`src/rtl/math_pkg.sv`:
```
// ============================================================================
//  Module      : math_pkg
//  Description : Shared types and helpers for the math library. Holds the
//                iterative divider FSM state type and its latency helper.
//  Revision    : 1.0 - initial release with div_iter support
// ============================================================================
`default_nettype none

package math_pkg;

  // Iterative divider control states.
  typedef enum logic [1:0] {
    IDLE = 2'd0,
    CALC = 2'd1,
    FIX  = 2'd2,
    DONE = 2'd3
  } div_state_e;

  // Cycles from the accepting edge until out_valid_o is observed high:
  // A_DW restoring steps plus one sign-fixup cycle.
  function automatic int unsigned div_latency(input int unsigned a_dw);
    return a_dw + 1;
  endfunction

endpackage

`default_nettype wire

```
`src/rtl/div_step.sv`:
```
// ============================================================================
//  Module      : div_step
//  Description : One combinational radix-2 restoring division step.
//  Ports       : rem      - current partial remainder (B_DW+1 bits)
//                quo_msb  - bit shifted in from the quotient register
//                dvs      - divisor magnitude
//                rem_next - partial remainder after this step
//                q_bit    - quotient bit produced by this step
//  Revision    : 1.0 - initial release
// ============================================================================
`default_nettype none

module div_step #(
  parameter int B_DW = 8
) (
  input  logic [B_DW:0]   rem,
  input  logic            quo_msb,
  input  logic [B_DW-1:0] dvs,
  output logic [B_DW:0]   rem_next,
  output logic            q_bit
);

  // One extra bit above the shifted remainder so the trial subtraction
  // exposes its sign in the MSB.
  logic [B_DW+1:0] shifted;
  logic [B_DW+1:0] trial;

  assign shifted  = {rem, quo_msb};
  assign trial    = shifted - {2'b00, dvs};
  assign q_bit    = ~trial[B_DW+1];
  assign rem_next = q_bit ? trial[B_DW:0] : shifted[B_DW:0];

endmodule

`default_nettype wire

```
`src/rtl/div_iter.sv`:
```
// ============================================================================
//  Module      : div_iter
//  Description : Iterative radix-2 restoring divider, signed or unsigned,
//                one operand pair per valid/ready handshake.
//  Ports       : clk, rst_n          - clock, async active-low reset
//                tc_mode_i           - 1 = two's complement, 0 = unsigned
//                in_valid_i/in_ready_o   - operand handshake
//                a_i, b_i            - dividend, divisor
//                out_valid_o/out_ready_i - result handshake
//                q_o, r_o, dz_o      - quotient, remainder, divide-by-zero
//  Revision    : 1.0 - initial release
// ============================================================================
`default_nettype none

module div_iter
  import math_pkg::*;
#(
  parameter int A_DW = 8,
  parameter int B_DW = 8
) (
  input  logic            clk,
  input  logic            rst_n,
  input  logic            tc_mode_i,
  input  logic            in_valid_i,
  output logic            in_ready_o,
  input  logic [A_DW-1:0] a_i,
  input  logic [B_DW-1:0] b_i,
  output logic            out_valid_o,
  input  logic            out_ready_i,
  output logic [A_DW-1:0] q_o,
  output logic [B_DW-1:0] r_o,
  output logic            dz_o
);

  localparam int              CNT_W = $clog2(A_DW);
  localparam logic [CNT_W-1:0] LAST = CNT_W'(A_DW - 1);

  div_state_e      state;
  logic [CNT_W-1:0] cnt;
  logic [B_DW:0]   rem;
  logic [A_DW-1:0] quo;
  logic [B_DW-1:0] b_mag;
  logic [B_DW-1:0] a_lo;     // low dividend bits, the remainder on divide-by-zero
  logic            sq;       // quotient negative
  logic            sr;       // remainder negative (follows dividend)
  logic            dz;

  logic            a_neg;
  logic            b_neg;
  logic [A_DW-1:0] a_mag;
  logic [B_DW:0]   step_rem;
  logic            step_q;

  // The most negative dividend negates onto itself, which reads correctly
  // as its unsigned magnitude.
  assign a_neg = tc_mode_i & a_i[A_DW-1];
  assign b_neg = tc_mode_i & b_i[B_DW-1];
  assign a_mag = a_neg ? (~a_i + A_DW'(1)) : a_i;

  assign in_ready_o  = (state == IDLE);
  assign out_valid_o = (state == DONE);

  div_step #(.B_DW(B_DW)) u_step (
    .rem      (rem),
    .quo_msb  (quo[A_DW-1]),
    .dvs      (b_mag),
    .rem_next (step_rem),
    .q_bit    (step_q)
  );

  always_ff @(posedge clk or negedge rst_n) begin
    if (!rst_n) begin
      state <= IDLE;
      cnt   <= '0;
      rem   <= '0;
      quo   <= '0;
      b_mag <= '0;
      a_lo  <= '0;
      sq    <= 1'b0;
      sr    <= 1'b0;
      dz    <= 1'b0;
      q_o   <= '0;
      r_o   <= '0;
      dz_o  <= 1'b0;
    end else begin
      case (state)
        IDLE: begin
          if (in_valid_i) begin
            b_mag <= b_neg ? (~b_i + B_DW'(1)) : b_i;
            quo   <= a_mag;
            rem   <= '0;
            a_lo  <= a_i[B_DW-1:0];
            sq    <= a_neg ^ b_neg;
            sr    <= a_neg;
            dz    <= (b_i == '0);
            cnt   <= '0;
            state <= CALC;
          end
        end
        CALC: begin
          rem <= step_rem;
          quo <= {quo[A_DW-2:0], step_q};
          if (cnt == LAST) begin
            state <= FIX;
          end else begin
            cnt <= cnt + CNT_W'(1);
          end
        end
        FIX: begin
          // Signed overflow (-2^(A_DW-1) / -1) wraps naturally here.
          if (dz) begin
            q_o  <= '1;
            r_o  <= a_lo;
            dz_o <= 1'b1;
          end else begin
            q_o  <= sq ? (~quo + A_DW'(1)) : quo;
            r_o  <= sr ? (~rem[B_DW-1:0] + B_DW'(1)) : rem[B_DW-1:0];
            dz_o <= 1'b0;
          end
          state <= DONE;
        end
        DONE: begin
          if (out_ready_i) begin
            state <= IDLE;
          end
        end
        default: state <= IDLE;
      endcase
    end
  end

endmodule

`default_nettype wire
```
`config.mk`:
```
export PLATFORM = sky130hd
export DESIGN_NAME = div_iter
export DESIGN_NICKNAME = d
export VERILOG_FILES = /design/src/rtl/math_pkg.sv /design/src/rtl/div_step.sv /design/src/rtl/div_iter.sv
export SDC_FILE = /design/constraint.sdc
export NUM_CORES = 1
export LEC_CHECK = 0
export ABC_AREA = 1
export BUFFER_PORTS_ARGS = -buffer_cell sky130_fd_sc_hd__buf_2
export CELL_PAD_IN_SITES_DETAIL_PLACEMENT = 0
export CELL_PAD_IN_SITES_GLOBAL_PLACEMENT = 2
export CORE_UTILIZATION = 34
export CTS_CLUSTER_DIAMETER = 80
export DETAILED_ROUTE_END_ITERATION = 6
export PLACE_DENSITY_LB_ADDON = 0.05
export SYNTH_ARGS = -nofsm -noshare
export SYNTH_HDL_FRONTEND = slang
export SYNTH_HIERARCHICAL = 1
export SYNTH_SLANG_ARGS = --single-unit
```
`constraint.sdc`:
```
create_clock -name clk -period 2.1 [get_ports clk]
set_clock_uncertainty 0.1 [all_clocks]
set_input_delay 0.315 -clock clk [delete_from_list [all_inputs] [get_ports clk]]
set_output_delay 0.315 -clock clk [all_outputs]
set_load 0.1 [all_outputs]
```
==> results of run 1 <==
==> sequential cells by signal, summed over array words and instances, names as in the netlist, 2 cells and up <==
| register | cells |
|---|---|
| quo | 8 |
| q_o | 8 |
| a_lo | 8 |
| rem | 9 |
| cnt | 3 |
| state | 2 |
| r_o | 8 |
| b_mag | 8 |
==> through the flow <==
stage / area (µm²) / TNS (ns) / hold slack [ns]
finish: 4810 / 0 / 0.187
floorplan: 3870 / 0 / -0.0806
global placement: 4280 / -0.0118 / 0.244
detailed placement: 4280 / -0.0369 / 0.245
CTS: 4650 / 0 / 0.174
global route: 4810 / 0 / 0.194
==> worst min path at each step <==
stage / startpoint / to / slack [ns] / depth (start not counted)
2_1_floorplan: rst_n / a_lo[0] / -0.08 / 0
3_3_place_gp: rst_n / rem[5] / 0.24 / 1
3_5_place_dp: rst_n / rem[8] / 0.24 / 1
4_1_cts: b_i[7] / b_mag[7] / 0.17 / 3
5_1_grt: b_i[7] / b_mag[7] / 0.19 / 3
6_report: b_i[5] / b_mag[5] / 0.19 / 4
==> cell type report <==
type	instances	area share
tap	140	0.0364
sequential	58	0.302
multi-input combinational	388	0.460
clock buffer	11	0.0525
timing repair buffer	56	0.0702
clock inverter	5	0.0208
inverter	75	0.0585
==> cell families after synthesis <==
group / share of synthesized area
simple gates: 0.331
xor+xnor: 0.0181
buf+inv: 0.0947
fa+ha+maj: 0.0666
compound gates: 0.114
flops: 0.375
==> cells in the final DEF (no fill, tap or decap), drive strengths merged, types with 2 or more instances in the layout <==
cell    synthesis  layout
xor2            4       4
or2             4       4
nand4           5       5
bufinv          0       3
o21bai          2       2
ha             19      19
buf            12      55
clkinv          0       2
a31oi           3       3
clkbuf          1      11
nor3            2       2
o21ai          34      34
inv            75      75
a21oi          23      23
dfrtp          58      58
o211ai          4       4
nor2           43      43
nand3          79      79
xnor2           4       4
nand2         155     156
==> what timing repair did <==
item                       in CTS  in global routing
hold buffers                    1                  0
pin swaps                       0                 11
buffers inserted                0                  2
cloned                          0                  1
setup endpoints to repair       2                 10
gates resized for setup         2                 25
hold endpoints to repair       19                  0
==> worst max-delay path: stages (launching register included) <==
cell and delay (ns):
dfrtp_1 0.42, ha_4 0.28, nand2_1 0.06, nand2_1 0.09
a21oi_4 0.28, nand3_4 0.14, nand2_4 0.12, nand2_1 0.06
o211ai_1 0.23, o21ai_2 0.08
==> layer usage <==
| metal | wire length, µm | up-vias | track usage |
|---|---|---|---|
| li1 | - | 1837 | - |
| met1 | 5790 | 1660 | 0.289 |
| met2 | 4770 | 44 | 0.312 |
| met3 | 307 | 7 | 0.0412 |
| met4 | 65 | 0 | 0.0434 |
| met5 | 0 | - | 0 |
==> flow_metrics.env, run 1 <==
export IMPL_rows=38
export IMPL_cts_sinks=58
export IMPL_routabilityCongestion=0.804
export IMPL_multi_input_area_um2=2210
export IMPL_status="complete, no violations"
export IMPL_io_pins=40
export IMPL_regArea_um2=1450
export IMPL_drt_vias_per_instance=4.84
export IMPL_cp_endpoint="quo[0]"
export IMPL_fill_cells=1152
export IMPL_drv_slew=0
export IMPL_fp_dieArea_um2=11800
export IMPL_crit_start="rem[5]"
export IMPL_worst_pin_slew_ns=0.579
export IMPL_synth_avg_cell_area_um2=7.26
export IMPL_num_vias=3548
export IMPL_critPathArrivalTime_ns=2.09
export IMPL_rsz0062_at_grt="false"
export IMPL_overflow=0
export IMPL_setup_violations=0
export IMPL_hold_class="in2reg"
export IMPL_area_growth_pct=24.3
export IMPL_ys_warn_count=6
export IMPL_synth_top_area_cell="dfrtp_1"
export IMPL_r2r_cells=9
export IMPL_fmax_mhz=504
export IMPL_pre_cts_ws_ns=-0.0219
export IMPL_drc=0
export IMPL_period_share=0.944
export IMPL_synthTopCellsByArea="dfrtp_1 (38%), nand2_1 (14%), nand3_1 (10%), inv_1 (6.9%), ha_1 (6.1%)"
export IMPL_cts_buffers=9
export IMPL_fin_cells=733
export IMPL_drv_cap=0
export IMPL_design_core_area_um2=11000
export IMPL_grt_max_degree=40
export IMPL_wl_mm=10.9
export IMPL_synthTopCellsByCount="nand2_1 (148), nand3_1 (77), inv_1 (71), dfrtp_1 (58), nor2_1 (39)"
export IMPL_netlist_area_um2=3870
export IMPL_async_flop_share=1.00
export IMPL_crit_fanout=5
export IMPL_synthCells=533
export IMPL_dp_cells=713
export IMPL_h_tree_depth=3
export IMPL_ys_seq_area_frac=0.375
export IMPL_cts_root_buffer="clkbuf_16"
export IMPL_fin_util=0.438
export IMPL_avgRoutedWirePerCell_um=14.9
export IMPL_yosysMostFrequentCell="nand2_1"
export IMPL_tritoncts="built"
export IMPL_setup_ws_ns=0.117
export IMPL_path_class="reg2reg"
export IMPL_first_global_vias=3477
export IMPL_regToRegSetupSlack_ns=0.12
export IMPL_worstSkewPairLatency_ns=0.33
export IMPL_synth_top_flop_cell="dfrtp_1"
export IMPL_ctsLongestPathBuffers=2
export IMPL_fp_dieW_um=109
export IMPL_antenna_found_initial=0
export IMPL_die_y_um=109
export IMPL_grt_first_pass_wirelength_mm=17.9
export IMPL_diodes=0
export IMPL_r2r_start="rem[5]"
export IMPL_antenna_violating_nets_post_route=0
export IMPL_synth_cell_type_count=38
export IMPL_nets=629
export IMPL_start_util=0.352
export IMPL_first_iter_violations=186
export IMPL_rr_endpoint="quo[0]"
export IMPL_hpwl_mm=8.38
export IMPL_slew_headroom=0.614
export IMPL_syn_nets=574
export IMPL_io_buffer_count=39
export IMPL_synth_top_area_frac=0.375
export IMPL_drt_first_pass_iters=5
export IMPL_hold_viol=0
export IMPL_grt_use_total=0.202
export IMPL_clkTransAtPathRegs_ns=0.06
export IMPL_period_minus_slack_ns=1.98
export IMPL_ys_ff_latch=58
export IMPL_cp_start_kind="flop"
export IMPL_crit_path_end_kind="flop"
export IMPL_worst_ep_required_time_ns=2.21
export IMPL_synth_edf_count=0
export IMPL_drive_gt1_frac=0.207
Power of run 1 is not shown: default switching activity piles up to over one toggle a cycle in this logic, so the estimate is an artifact.
==> inputs of run 2 (changes only) <==
==> constraint.sdc (replaced) <==
create_clock -name clk -period 2.1 [get_ports clk]
set_clock_uncertainty 0.1 [all_clocks]
set_input_delay 0.42 -clock clk [delete_from_list [all_inputs] [get_ports clk]]
set_output_delay 0.42 -clock clk [all_outputs]
set_load 0.1 [all_outputs]
==> run 2 against run 1 <==
  * Sequential share of layout area shrank 0.16 points
  * Critical endpoint is now in_ready_o
  * Register-to-register slack lost 0.04 ns
  * Flip-flop and latch count is the same
  * Via count grew 2.1%
  * Setup slack lost 0.060 ns
==> flow_metrics.env, run 2 (same netlist as run 1, synthesis figures left out) <==
export IMPL_diodes=0
export IMPL_drc=0
export IMPL_overflow=0
export IMPL_io_pins=40
export IMPL_fin_util=0.440
export IMPL_rsz0062_at_grt="true"
export IMPL_final_cell_area_um2=4840
export IMPL_antenna_found_initial=0
export IMPL_cp_start_kind="flop"
export IMPL_fin_tns_setup_ns=0
export IMPL_worst_pin_slew_ns=0.591
export IMPL_crit_start="state[1]"
export IMPL_start_util=0.352
export IMPL_design_core_area_um2=11000
export IMPL_path_class="reg2out"
export IMPL_drv_cap=0
export IMPL_cts_root_buffer="clkbuf_16"
export IMPL_drt_first_pass_iters=5
export IMPL_h_tree_depth=3
export IMPL_fp_dieW_um=109
export IMPL_period_share=0.973
export IMPL_hold_viol=0
export IMPL_area_growth_pct=25.0
export IMPL_status="complete, no violations"
export IMPL_die_y_um=109
export IMPL_clkTransAtPathRegs_ns=0.06
export IMPL_cts_buffers=9
export IMPL_avgRoutedWirePerCell_um=15.2
export IMPL_routabilityCongestion=0.804
export IMPL_antenna_violating_nets_post_route=0
export IMPL_dp_cells=716
export IMPL_layout_commonest_cell="nand2_1"
export IMPL_nets=637
export IMPL_crit_fanout=4
export IMPL_grt_use_total=0.205
export IMPL_fin_cells=741
export IMPL_drt_vias_per_instance=4.89
export IMPL_worst_ep_required_time_ns=1.58
export IMPL_largest_register_ffs=9
export IMPL_fmax_mhz=490
export IMPL_rows=38
export IMPL_hpwl_mm=8.39
export IMPL_grt_max_degree=30
export IMPL_min_from="b_i[5]"
export IMPL_drv_slew=0
export IMPL_fp_dieArea_um2=11800
export IMPL_r2r_start="b_mag[6]"
export IMPL_drive_gt1_frac=0.226
export IMPL_crit_path_end_kind="primary output"
export IMPL_io_buffer_count=39
export IMPL_hold_class="in2reg"
export IMPL_placed_area_um2=4300
export IMPL_cts_sinks=58
export IMPL_critPathArrivalTime_ns=1.52
export IMPL_tritoncts="built"
export IMPL_worstSkewPairLatency_ns=0.34
export IMPL_final_cell_mix="nand2_1 (140), nand3_1 (76), inv_1 (69)"
export IMPL_fill_cells=1156
export IMPL_first_global_vias=3382
export IMPL_grt_first_pass_wirelength_mm=17.8
export IMPL_setup_violations=0
export IMPL_num_vias=3624
export IMPL_ctsLongestPathBuffers=2
export IMPL_period_minus_slack_ns=2.04
export IMPL_wl_mm=11.2
export IMPL_first_iter_violations=194
export IMPL_slew_headroom=0.606
export IMPL_largest_register="rem"
run 2: changes by cell type in the layout (fill, tap and decap cells not counted):
cell,previous run,this run
clkinvlp_4,0,4
nand3_1,77,76
nand4_2,0,1
nand2_4,4,3
bufinv_16,3,1
nand2_2,8,13
buf_4,15,22
nand3_2,0,1
inv_6,0,1
nand2_1,144,140
clkinv_2,2,0
clkbuf_8,2,0
clkinv_4,0,1
run 2: critical path: stages (launching register included):
cell and delay (ns):
dfrtp_1 0.40, inv_1 0.14, ha_2 0.22, buf_2 0.43
run 2: repair_timing:
item / in CTS / in global routing
pin swaps: 0 / 15
gates cloned: 0 / 2
hold endpoints to repair: 2 / 0
buffers inserted: 0 / 6
setup endpoints to repair: 9 / 10
hold buffers: 1 / 0
resized for setup: 3 / 26
run 2: layout make-up:
type                    count  area [µm²]  area share
clock inverters             7        77.6      0.0160
well taps                 140         175      0.0362
repair buffers             63         390      0.0807
multi-input cells         389        2240       0.462
flip-flops and latches     58        1450       0.300
inverters                  75         282      0.0582
clock buffers               9         225      0.0466
run 2: worst paths after layout:
path	to	slack, ns	depth (start not counted)
worst max-delay path	in_ready_o	0.06	3
worst min-delay path	b_mag[5]	0.30	4
worst max register to register	rem[4]	0.08	11
worst min register to register	cnt[2]	0.38	2
max in group asynchronous	r_o[1]	0.74	3
min in group asynchronous	rem[7]	0.52	2
run 2: routing by layer:
layer / wire [µm] / GRT usage / vias up
met2: 4690 / 0.294 / 65
met4: 129 / 0.0705 / 0
met3: 427 / 0.0389 / 9
li1: - / - / 1864
met5: 0 / 0 / -
met1: 5980 / 0.304 / 1686
run 2: through the flow:
stage	hold slack [ns]	setup WS, ns
3_3_place_gp	0.365	-0.00636
5_1_grt	0.300	-0.0190
2_1_floorplan	0.0244	0.140
3_5_place_dp	0.366	-0.0349
4_1_cts	0.280	0.00303
6_report	0.295	0.0573
Power of run 2 is left out for the same reason.
